$ cat src/rtl/core101_pkg.sv
// Shared Core101 definitions: instruction encodings, instruction size, fetch FSM encoding.
// Latency: n/a (package only).
// Backpressure: n/a.
package core101_pkg;

  localparam logic [31:0] NOP_INSTR   = 32'h0000_0013;  // addi x0, x0, 0
  localparam int          INSTR_BYTES = 4;

  typedef enum logic [1:0] {
    FETCH_REQ  = 2'd0,
    FETCH_WAIT = 2'd1,
    FETCH_OUT  = 2'd2
  } fetch_state_t;

endpackage

$ cat src/rtl/fetch_pc_reg.sv
// Program-counter register: loadable, resets to RESET_VECTOR.
// Latency: 1 cycle from i_ld/i_d to o_q.
// Backpressure: none; holds its value whenever i_ld is low.
// Ports: i_clk/i_rst (async active-high), i_ld load enable, i_d next value, o_q current pc.
module fetch_pc_reg #(
  parameter int                    DATA_WIDTH   = 32,
  parameter logic [DATA_WIDTH-1:0] RESET_VECTOR = '0
) (
  input  logic                  i_clk,
  input  logic                  i_rst,
  input  logic                  i_ld,
  input  logic [DATA_WIDTH-1:0] i_d,
  output logic [DATA_WIDTH-1:0] o_q
);

  logic [DATA_WIDTH-1:0] r_pc;

  always_ff @(posedge i_clk or posedge i_rst) begin
    if (i_rst) begin
      r_pc <= RESET_VECTOR;
    end else if (i_ld) begin
      r_pc <= i_d;
    end
  end

  assign o_q = r_pc;

endmodule

$ cat src/rtl/fetch_unit.sv
// Instruction fetch: owns the pc, issues one memory request at a time, presents instr/pc to IF/ID.
// Latency: request at N, rvalid at N+1 earliest, valid_out at N+2; one instruction per 3 cycles peak.
// Backpressure: stall holds the presented instruction in OUT; redirect overrides stall and flushes.
// Ports: clock/reset; redirect valid/target; stall; mem req/addr/gnt/rvalid/rdata;
//        instr/pc/valid to IF/ID; misaligned pulse for the previous cycle's redirect.
module fetch_unit
  import core101_pkg::*;
#(
  parameter int                    DATA_WIDTH   = 32,
  parameter logic [DATA_WIDTH-1:0] RESET_VECTOR = 32'h0000_0000
) (
  input  logic                  fetch_unit_clock_in,
  input  logic                  fetch_unit_reset_in,
  input  logic                  fetch_unit_redirect_valid_in,
  input  logic [DATA_WIDTH-1:0] fetch_unit_redirect_target_in,
  input  logic                  fetch_unit_stall_in,
  output logic                  fetch_unit_mem_req_out,
  output logic [DATA_WIDTH-1:0] fetch_unit_mem_addr_out,
  input  logic                  fetch_unit_mem_gnt_in,
  input  logic                  fetch_unit_mem_rvalid_in,
  input  logic [DATA_WIDTH-1:0] fetch_unit_mem_rdata_in,
  output logic [DATA_WIDTH-1:0] fetch_unit_instr_out,
  output logic [DATA_WIDTH-1:0] fetch_unit_pc_out,
  output logic                  fetch_unit_valid_out,
  output logic                  fetch_unit_misaligned_out
);

  fetch_state_t          r_state;
  fetch_state_t          w_state_nxt;
  logic                  r_discard;
  logic                  w_discard_nxt;
  logic                  w_pc_ld;
  logic [DATA_WIDTH-1:0] w_pc_nxt;
  logic [DATA_WIDTH-1:0] w_pc;
  logic [DATA_WIDTH-1:0] w_tgt;
  logic                  w_capture;
  logic                  w_valid_nxt;
  logic                  w_req;
  logic [DATA_WIDTH-1:0] r_instr;
  logic [DATA_WIDTH-1:0] r_pc_out;
  logic                  r_valid;
  logic                  r_misaligned;

  // Redirect targets are always word-aligned before use.
  assign w_tgt = {fetch_unit_redirect_target_in[DATA_WIDTH-1:2], 2'b00};

  fetch_pc_reg #(
    .DATA_WIDTH  (DATA_WIDTH),
    .RESET_VECTOR(RESET_VECTOR)
  ) u_pc_reg (
    .i_clk(fetch_unit_clock_in),
    .i_rst(fetch_unit_reset_in),
    .i_ld (w_pc_ld),
    .i_d  (w_pc_nxt),
    .o_q  (w_pc)
  );

  always_comb begin
    w_state_nxt   = r_state;
    w_discard_nxt = r_discard;
    w_pc_ld       = 1'b0;
    w_pc_nxt      = w_pc;
    w_capture     = 1'b0;
    w_valid_nxt   = r_valid;
    w_req         = 1'b0;
    case (r_state)
      FETCH_REQ: begin
        w_req = 1'b1;
        if (fetch_unit_redirect_valid_in) begin
          w_pc_ld  = 1'b1;
          w_pc_nxt = w_tgt;
        end
        if (fetch_unit_mem_gnt_in) begin
          // A fetch granted in the same cycle as a redirect is for the old path.
          w_discard_nxt = fetch_unit_redirect_valid_in;
          w_state_nxt   = FETCH_WAIT;
        end
      end
      FETCH_WAIT: begin
        if (fetch_unit_mem_rvalid_in) begin
          w_discard_nxt = 1'b0;
          if (fetch_unit_redirect_valid_in) begin
            w_pc_ld     = 1'b1;
            w_pc_nxt    = w_tgt;
            w_state_nxt = FETCH_REQ;
          end else if (r_discard) begin
            w_state_nxt = FETCH_REQ;
          end else begin
            w_capture   = 1'b1;
            w_valid_nxt = 1'b1;
            w_pc_ld     = 1'b1;
            w_pc_nxt    = w_pc + DATA_WIDTH'(INSTR_BYTES);
            w_state_nxt = FETCH_OUT;
          end
        end else if (fetch_unit_redirect_valid_in) begin
          // Response still owed; remember to drop it when it lands.
          w_pc_ld       = 1'b1;
          w_pc_nxt      = w_tgt;
          w_discard_nxt = 1'b1;
        end
      end
      FETCH_OUT: begin
        if (fetch_unit_redirect_valid_in) begin
          w_pc_ld     = 1'b1;
          w_pc_nxt    = w_tgt;
          w_valid_nxt = 1'b0;
          w_state_nxt = FETCH_REQ;
        end else if (!fetch_unit_stall_in) begin
          w_valid_nxt = 1'b0;
          w_state_nxt = FETCH_REQ;
        end
      end
      default: begin
        w_state_nxt   = FETCH_REQ;
        w_discard_nxt = 1'b0;
        w_valid_nxt   = 1'b0;
      end
    endcase
  end

  always_ff @(posedge fetch_unit_clock_in or posedge fetch_unit_reset_in) begin
    if (fetch_unit_reset_in) begin
      r_state      <= FETCH_REQ;
      r_discard    <= 1'b0;
      r_instr      <= DATA_WIDTH'(NOP_INSTR);
      r_pc_out     <= RESET_VECTOR;
      r_valid      <= 1'b0;
      r_misaligned <= 1'b0;
    end else begin
      r_state      <= w_state_nxt;
      r_discard    <= w_discard_nxt;
      r_valid      <= w_valid_nxt;
      r_misaligned <= fetch_unit_redirect_valid_in & (|fetch_unit_redirect_target_in[1:0]);
      if (w_capture) begin
        r_instr  <= fetch_unit_mem_rdata_in;
        r_pc_out <= w_pc;
      end
    end
  end

  assign fetch_unit_mem_req_out    = w_req;
  assign fetch_unit_mem_addr_out   = w_pc;
  assign fetch_unit_instr_out      = r_instr;
  assign fetch_unit_pc_out         = r_pc_out;
  assign fetch_unit_valid_out      = r_valid;
  assign fetch_unit_misaligned_out = r_misaligned;

endmodule
$ cat config.mk
export PLATFORM = sky130hd
export DESIGN_NAME = fetch_unit
export DESIGN_NICKNAME = d
export VERILOG_FILES = /design/src/rtl/core101_pkg.sv /design/src/rtl/fetch_pc_reg.sv /design/src/rtl/fetch_unit.sv
export SDC_FILE = /design/constraint.sdc
export NUM_CORES = 1
export LEC_CHECK = 0
export CAP_MARGIN = 10
export CORE_MARGIN = 4
export CORE_UTILIZATION = 47
export CTS_CLUSTER_SIZE = 25
export DETAILED_ROUTE_END_ITERATION = 10
export MAX_ROUTING_LAYER = met4
export PLACE_DENSITY = 0.8
export SKIP_CTS_REPAIR_TIMING = 1
export SYNTH_ARGS = -nofsm -noshare
export SYNTH_HDL_FRONTEND = slang
export SYNTH_HIERARCHICAL = 1
export SYNTH_SLANG_ARGS = --single-unit
$ cat constraint.sdc
create_clock -name fetch_unit_clock_in -period 3.1 [get_ports fetch_unit_clock_in]
set_clock_uncertainty 0.1 [all_clocks]
set_input_delay 0.465 -clock fetch_unit_clock_in [delete_from_list [all_inputs] [get_ports fetch_unit_clock_in]]
set_output_delay 0.465 -clock fetch_unit_clock_in [all_outputs]
set_load 0.05 [all_outputs]
## Word level (Yosys, flattened, before mapping)

Index checks and enable logic that the tools add are counted.

| storage, ports and cells | value |
|---|---|
| register bits | 101 |
| bits in latches | 0 |
| bits in writable memories | 0 |
| bits in read-only memories | 0 |
| input bits | 70 |
| output and inout bits | 99 |
| word-level logic and storage cells | 59 |
| memories | 0 |

| cells by class | value |
|---|---|
| $add $sub $neg | 1 |
| multiply operators | 0 |
| divide/modulo/power cells | 0 |
| $lt $le $gt $ge | 0 |
| equality and inequality tests | 9 |
| shift operators | 0 |
| muxes and demuxes | 31 |
| bitwise operators | 3 |
| reduce and logical (&&, ||, !) cells | 8 |

Operator list:

| kind | count |
|---|---|
| 32-bit two-way mux | 4 |
| 32-bit case mux with 2 select lines | 1 |
| 32-bit by 3-bit adder with 32-bit output (second input constant) | 1 |
| 1-bit two-way mux | 16 |
| 2-bit two-way mux | 6 |
| 3-bit AND reduction | 3 |
| 2-bit != test (second input constant) | 4 |
| 3-bit != test (second input constant) | 2 |
| 1-bit case mux with 3 select lines | 2 |
| 2-bit case mux with 3 select lines | 1 |
| 5-bit AND reduction | 1 |
| 4-bit != test (second input constant) | 1 |
| 2-bit OR reduction | 2 |
| 2-bit by 1-bit equality test with 1-bit output (second input constant) | 1 |
| 2-bit equality test (second input constant) | 1 |
| 2-bit zero test | 1 |
| 1-bit inverter | 2 |
| 1-bit case mux with 2 select lines | 1 |
| 2-bit nonzero test | 1 |
| 1-bit bitwise AND | 1 |

## Depth between registers and ports, before layout

| depth | value |
|---|---|
| word-level depth | 5 |
| mapped depth | 8 |
| gate-level depth less buffers | 7 |

## Modules after synthesis

The synthesis kept the hierarchy.

By module, submodules not included:

| module | instances | cells an instance | area an instance (µm²) | sequential area each (µm²) |
|---|---|---|---|---|
| fetch_unit | 1 | 415 | 4108.9 | 1730.4 |
| fetch_pc_reg | 1 | 69 | 1348.8 | 800.8 |

## Worst setup path after synthesis

Ideal clock, no wire load.

| path | value |
|---|---|
| path kind | register -> register |
| from | register u_pc_reg.r_pc[2] (netlist: u_pc_reg/o_q[2]) |
| to | register u_pc_reg.r_pc[30] (netlist: u_pc_reg/o_q[30]) |
| library setup time | 0.125 ns |
| arrival | 2.317 ns |
| data required time | 2.875 ns |
| setup slack | 0.558 ns |
| cell stages (with the launch flop) | 8 |
| buffers on the path | 0 |
| period minus slack after synthesis | 2.542 ns |
| cells stage by stage | dfrtp_1 ha_1 inv_1 nor4_4 nand4_1 mux2i_1 a221o_1 mux2_4 |

| between the ends | value |
|---|---|
| word-level cells in the longest chain between the ends | 5 |

Ends and longest elaborated chain:

| item | RTL line | RTL |
|---|---|---|
| from (decl) | fetch_pc_reg.sv:16 | `logic [DATA_WIDTH-1:0] r_pc;` |
| from (signal assigned) | fetch_pc_reg.sv:22 | `r_pc <= i_d;` |
| 32-bit by 3-bit adder with 32-bit output | fetch_unit.sv:92 | `w_pc_nxt = w_pc + DATA_WIDTH'(INSTR_BYTES);` |
| 32-bit two-way mux | fetch_unit.sv:86 | `end else if (r_discard) begin` |
| 32-bit two-way mux | fetch_unit.sv:82 | `if (fetch_unit_redirect_valid_in) begin` |
| 32-bit two-way mux | fetch_unit.sv:80 | `if (fetch_unit_mem_rvalid_in) begin` |
| 32-bit case mux with 2 select lines | fetch_unit.sv:66 | `case (r_state)` |
| named net w_pc_nxt[30] | fetch_unit.sv:33 | `logic [DATA_WIDTH-1:0] w_pc_nxt;` |

The timed path passes the listed nets, and every way through them passes these cells. The select of a mux whose other input is x is not followed.
A chain may end at the register's enable or synchronous reset.

## Worst setup path after layout

| path | value |
|---|---|
| from | register r_state[0] |
| to | output fetch_unit_mem_req_out |

| between the ends | value |
|---|---|
| word-level cells in the longest chain between the ends | 2 |

Ends and longest elaborated chain:

| item | RTL line | RTL |
|---|---|---|
| from (decl) | fetch_unit.sv:28 | `fetch_state_t r_state;` |
| from (signal assigned) | fetch_unit.sv:130 | `r_state <= w_state_nxt;` |
| 2-bit zero test | fetch_unit.sv:66 |  |
| 1-bit two-way mux | fetch_unit.sv:66 |  |
| to (decl) | fetch_unit.sv:17 | `output logic fetch_unit_mem_req_out,` |

Every way passes these cells.

==> flow_summary.json <==
{
  "status": "finished clean",
  "grt_pass1_wl_mm": 25.21,
  "final-max-slew-violation-count": 0,
  "critPathLaunchType": "register",
  "finalSetupViolCount": 0,
  "power.leakage_nw": 3.197,
  "synth_top_family_by_area": "multiplexers",
  "hp-class": "register to register",
  "cp_data_arrival_time_ps": 2170,
  "hold_viol": 0,
  "cts_tree": "yes",
  "clock.fmax_ghz": 0.3662,
  "whs_ps": 400.7,
  "finalWirelength_mm": 15.94,
  "drc": 0,
  "pre_cts_slack_ps": 350.6,
  "via_count": 4723,
  "max_slew.worst_pin.slew_ps": 682.9,
  "grt_pass1_vias": 4810,
  "cts-root-buf": "clkbuf_16",
  "area_delta_synth_final_pct": 40.39,
  "antenna_cells": 0,
  "synthFlopType": "dfrtp_1",
  "path_max_fanout": 12,
  "muxShareOfSynthArea_pct": 21.82,
  "cts.sinks": 101,
  "worstPathRequired_ps": 2530,
  "syn-mean-instance-area_um2": 11.28,
  "drv_cap": 0,
  "crit_type": "register to primary output",
  "die_h_um": 115.8,
  "cts_max_level": 3,
  "core.rowCount": 39,
  "netlist_area_um2": 5458,
  "synth_seq_cells": 101,
  "nets": 728,
  "synth_edf_count": 0,
  "numCtsBuffers": 9,
  "synthSimpleGateAreaFrac_pct": 13.48,
  "viasPerCell": 5.867,
  "async_flop_share_pct": 100.0,
  "drtIter0Drc": 401,
  "critPathCaptureType": "primary output",
  "min_period_ps": 2731,
  "die_w_um": 115.8,
  "core_area_um2": 11370,
  "grt_max_degree": 42,
  "synthCells": 484,
  "finalCritPeriodShare_pct": 88.09,
  "drive_gt1_share_pct": 22.96,
  "synthAdderAreaFrac_pct": 0.2293,
  "placed_cells": 789,
  "synth-compound-area-share_pct": 11.85,
  "grt_antenna_before_repair": 0,
  "yosys_warnings": 6,
  "first_pass_iters": 5,
  "total_power_mw": 8.665,
  "slew_headroom_pct": 54.17,
  "pin_count": 169,
  "whs_path_depth": 2,
  "cts.clk_slew.worst_paths_ps": 70,
  "synth.distinct_cells": 57,
  "grt_overflow_total": 0,
  "vdd_drop_max_uv": 707.1,
  "grt_use_total_pct": 24.89,
  "tns_ps": 0,
  "die-area_um2": 13400,
  "route.antenna.remaining_nets": 0,
  "port_buffers": 168,
  "synth_xor_area_share_pct": 2.247,
  "clockBufferDepth": 2,
  "syn_nets": 555,
  "clk_latency_ps": 340,
  "wl_per_cell_um": 19.81,
  "initial_utilization_pct": 48.00,
  "stdcell_count": 805,
  "ff2ff_path_depth": 6,
  "gp_congestion": 0.9789,
  "seq_area_frac_synth_pct": 46.38,
  "dpl.hpwl_mm": 11.45,
  "p_per_area_nw_per_um2": 1131,
  "fin_ws_ps": 369.3,
  "rsz0062_at_grt": "false"
}
==> routing by layer <==
metal | vias up | track usage, % | part of all wire, %
li1 | 2120 | - | -
met2 | 231 | 39.39 | 49
met4 | 0 | 8.198 | 2.5
met3 | 36 | 5.692 | 7.5
met1 | 2336 | 31.81 | 41
met5 | - | - | 0
==> cell usage in the layout (no fill, tap or decap), types with 14 or more instances in the layout <==
cell type,instances
clkdlybuf4s50_1,168
dfrtp_1,98
mux2_2,64
nand2_1,44
mux2_4,30
a21oi_1,28
buf_4,24
o21ai_0,23
nor2_1,15
nand3_1,14
==> cell usage after synthesis, types with 10 or more instances <==
cell      instances  area [um2]
mux2_2           64       720.7
nand3_1          14       70.07
mux2_4           30       450.4
o22ai_1          10       62.56
o21ai_0          23       115.1
nand2_1          45       168.9
a21boi_0         10       75.07
clkbuf_1         14       52.55
xor2_1           12       105.1
dfrtp_1          98        2452
nand4_1          13       81.33
nor2_1           16       60.06
buf_2            12       60.06
a21oi_1          28       140.1
==> path summary, 6_finish.rpt <==
path / slack, ps / start / endpoint
worst max register to register: 460 / r_discard$_DFFE_PP0P_ / u_pc_reg/o_q[30]$_DFFE_PP0P_
worst max-delay path: 370 / r_state[0]$_DFFE_PP0P_ / fetch_unit_mem_req_out
min in group asynchronous: 470 / fetch_unit_reset_in / fetch_unit_instr_out[25]$_DFFE_PP0P_
max in group asynchronous: 1690 / fetch_unit_reset_in / fetch_unit_instr_out[0]$_DFFE_PP1P_
worst min register to register: 400 / fetch_unit_pc_out[18]$_DFFE_PP0P_ / fetch_unit_pc_out[18]$_DFFE_PP0P_
worst min-delay path: 400 / fetch_unit_pc_out[18]$_DFFE_PP0P_ / fetch_unit_pc_out[18]$_DFFE_PP0P_
==> state kept, by name, summed over array words and instances, names as in the netlist <==
name	flops
fetch_unit_instr_out	32
fetch_unit_misaligned_out	1
fetch_unit_pc_out	32
fetch_unit_valid_out	1
r_discard	1
r_state	2
u_pc_reg/o_q	32
==> final cells by class <==
class | instances | area [um2]
fillers | 861 | 3707
inverters | 7 | 26.28
multi-input cells | 344 | 2719
clock inverters | 6 | 76.32
repair buffers | 194 | 1902
flip-flops and latches | 101 | 2531
well taps | 143 | 178.9
clock buffers | 10 | 229.0
==> per-stage QoR <==
step | util (%) | area [um2]
after floorplan | - | 5458
after global placement | 64.71 | 7357
after detailed placement | 64.71 | 7357
after CTS | 67.39 | 7662
after global routing | 67.39 | 7662
final | 67.39 | 7662
==> worst max-delay path, stage by stage, from the launching register on <==
cell and delay [ps]:
dfrtp_1 550, buf_4 270, nor2_1 160, clkdlybuf4s50_1 840
==> kinds of logic after synthesis <==
kind of cell | count (synthesis)
and+or+nand+nor | 129
AOI/OAI and AO/OA | 104
DFF | 101
muxes | 96
buffers and inverters | 39
xor gates and xnor gates | 14
adders and majority gates | 1
==> power by group <==
group / switching (mW) / internal, mW
Sequential: 0.606 / 1.92
Combinational: 3.09 / 1.88
Clock: 0.529 / 0.643
Total: 4.22 / 4.44
(Power assumes the default switching activity.)
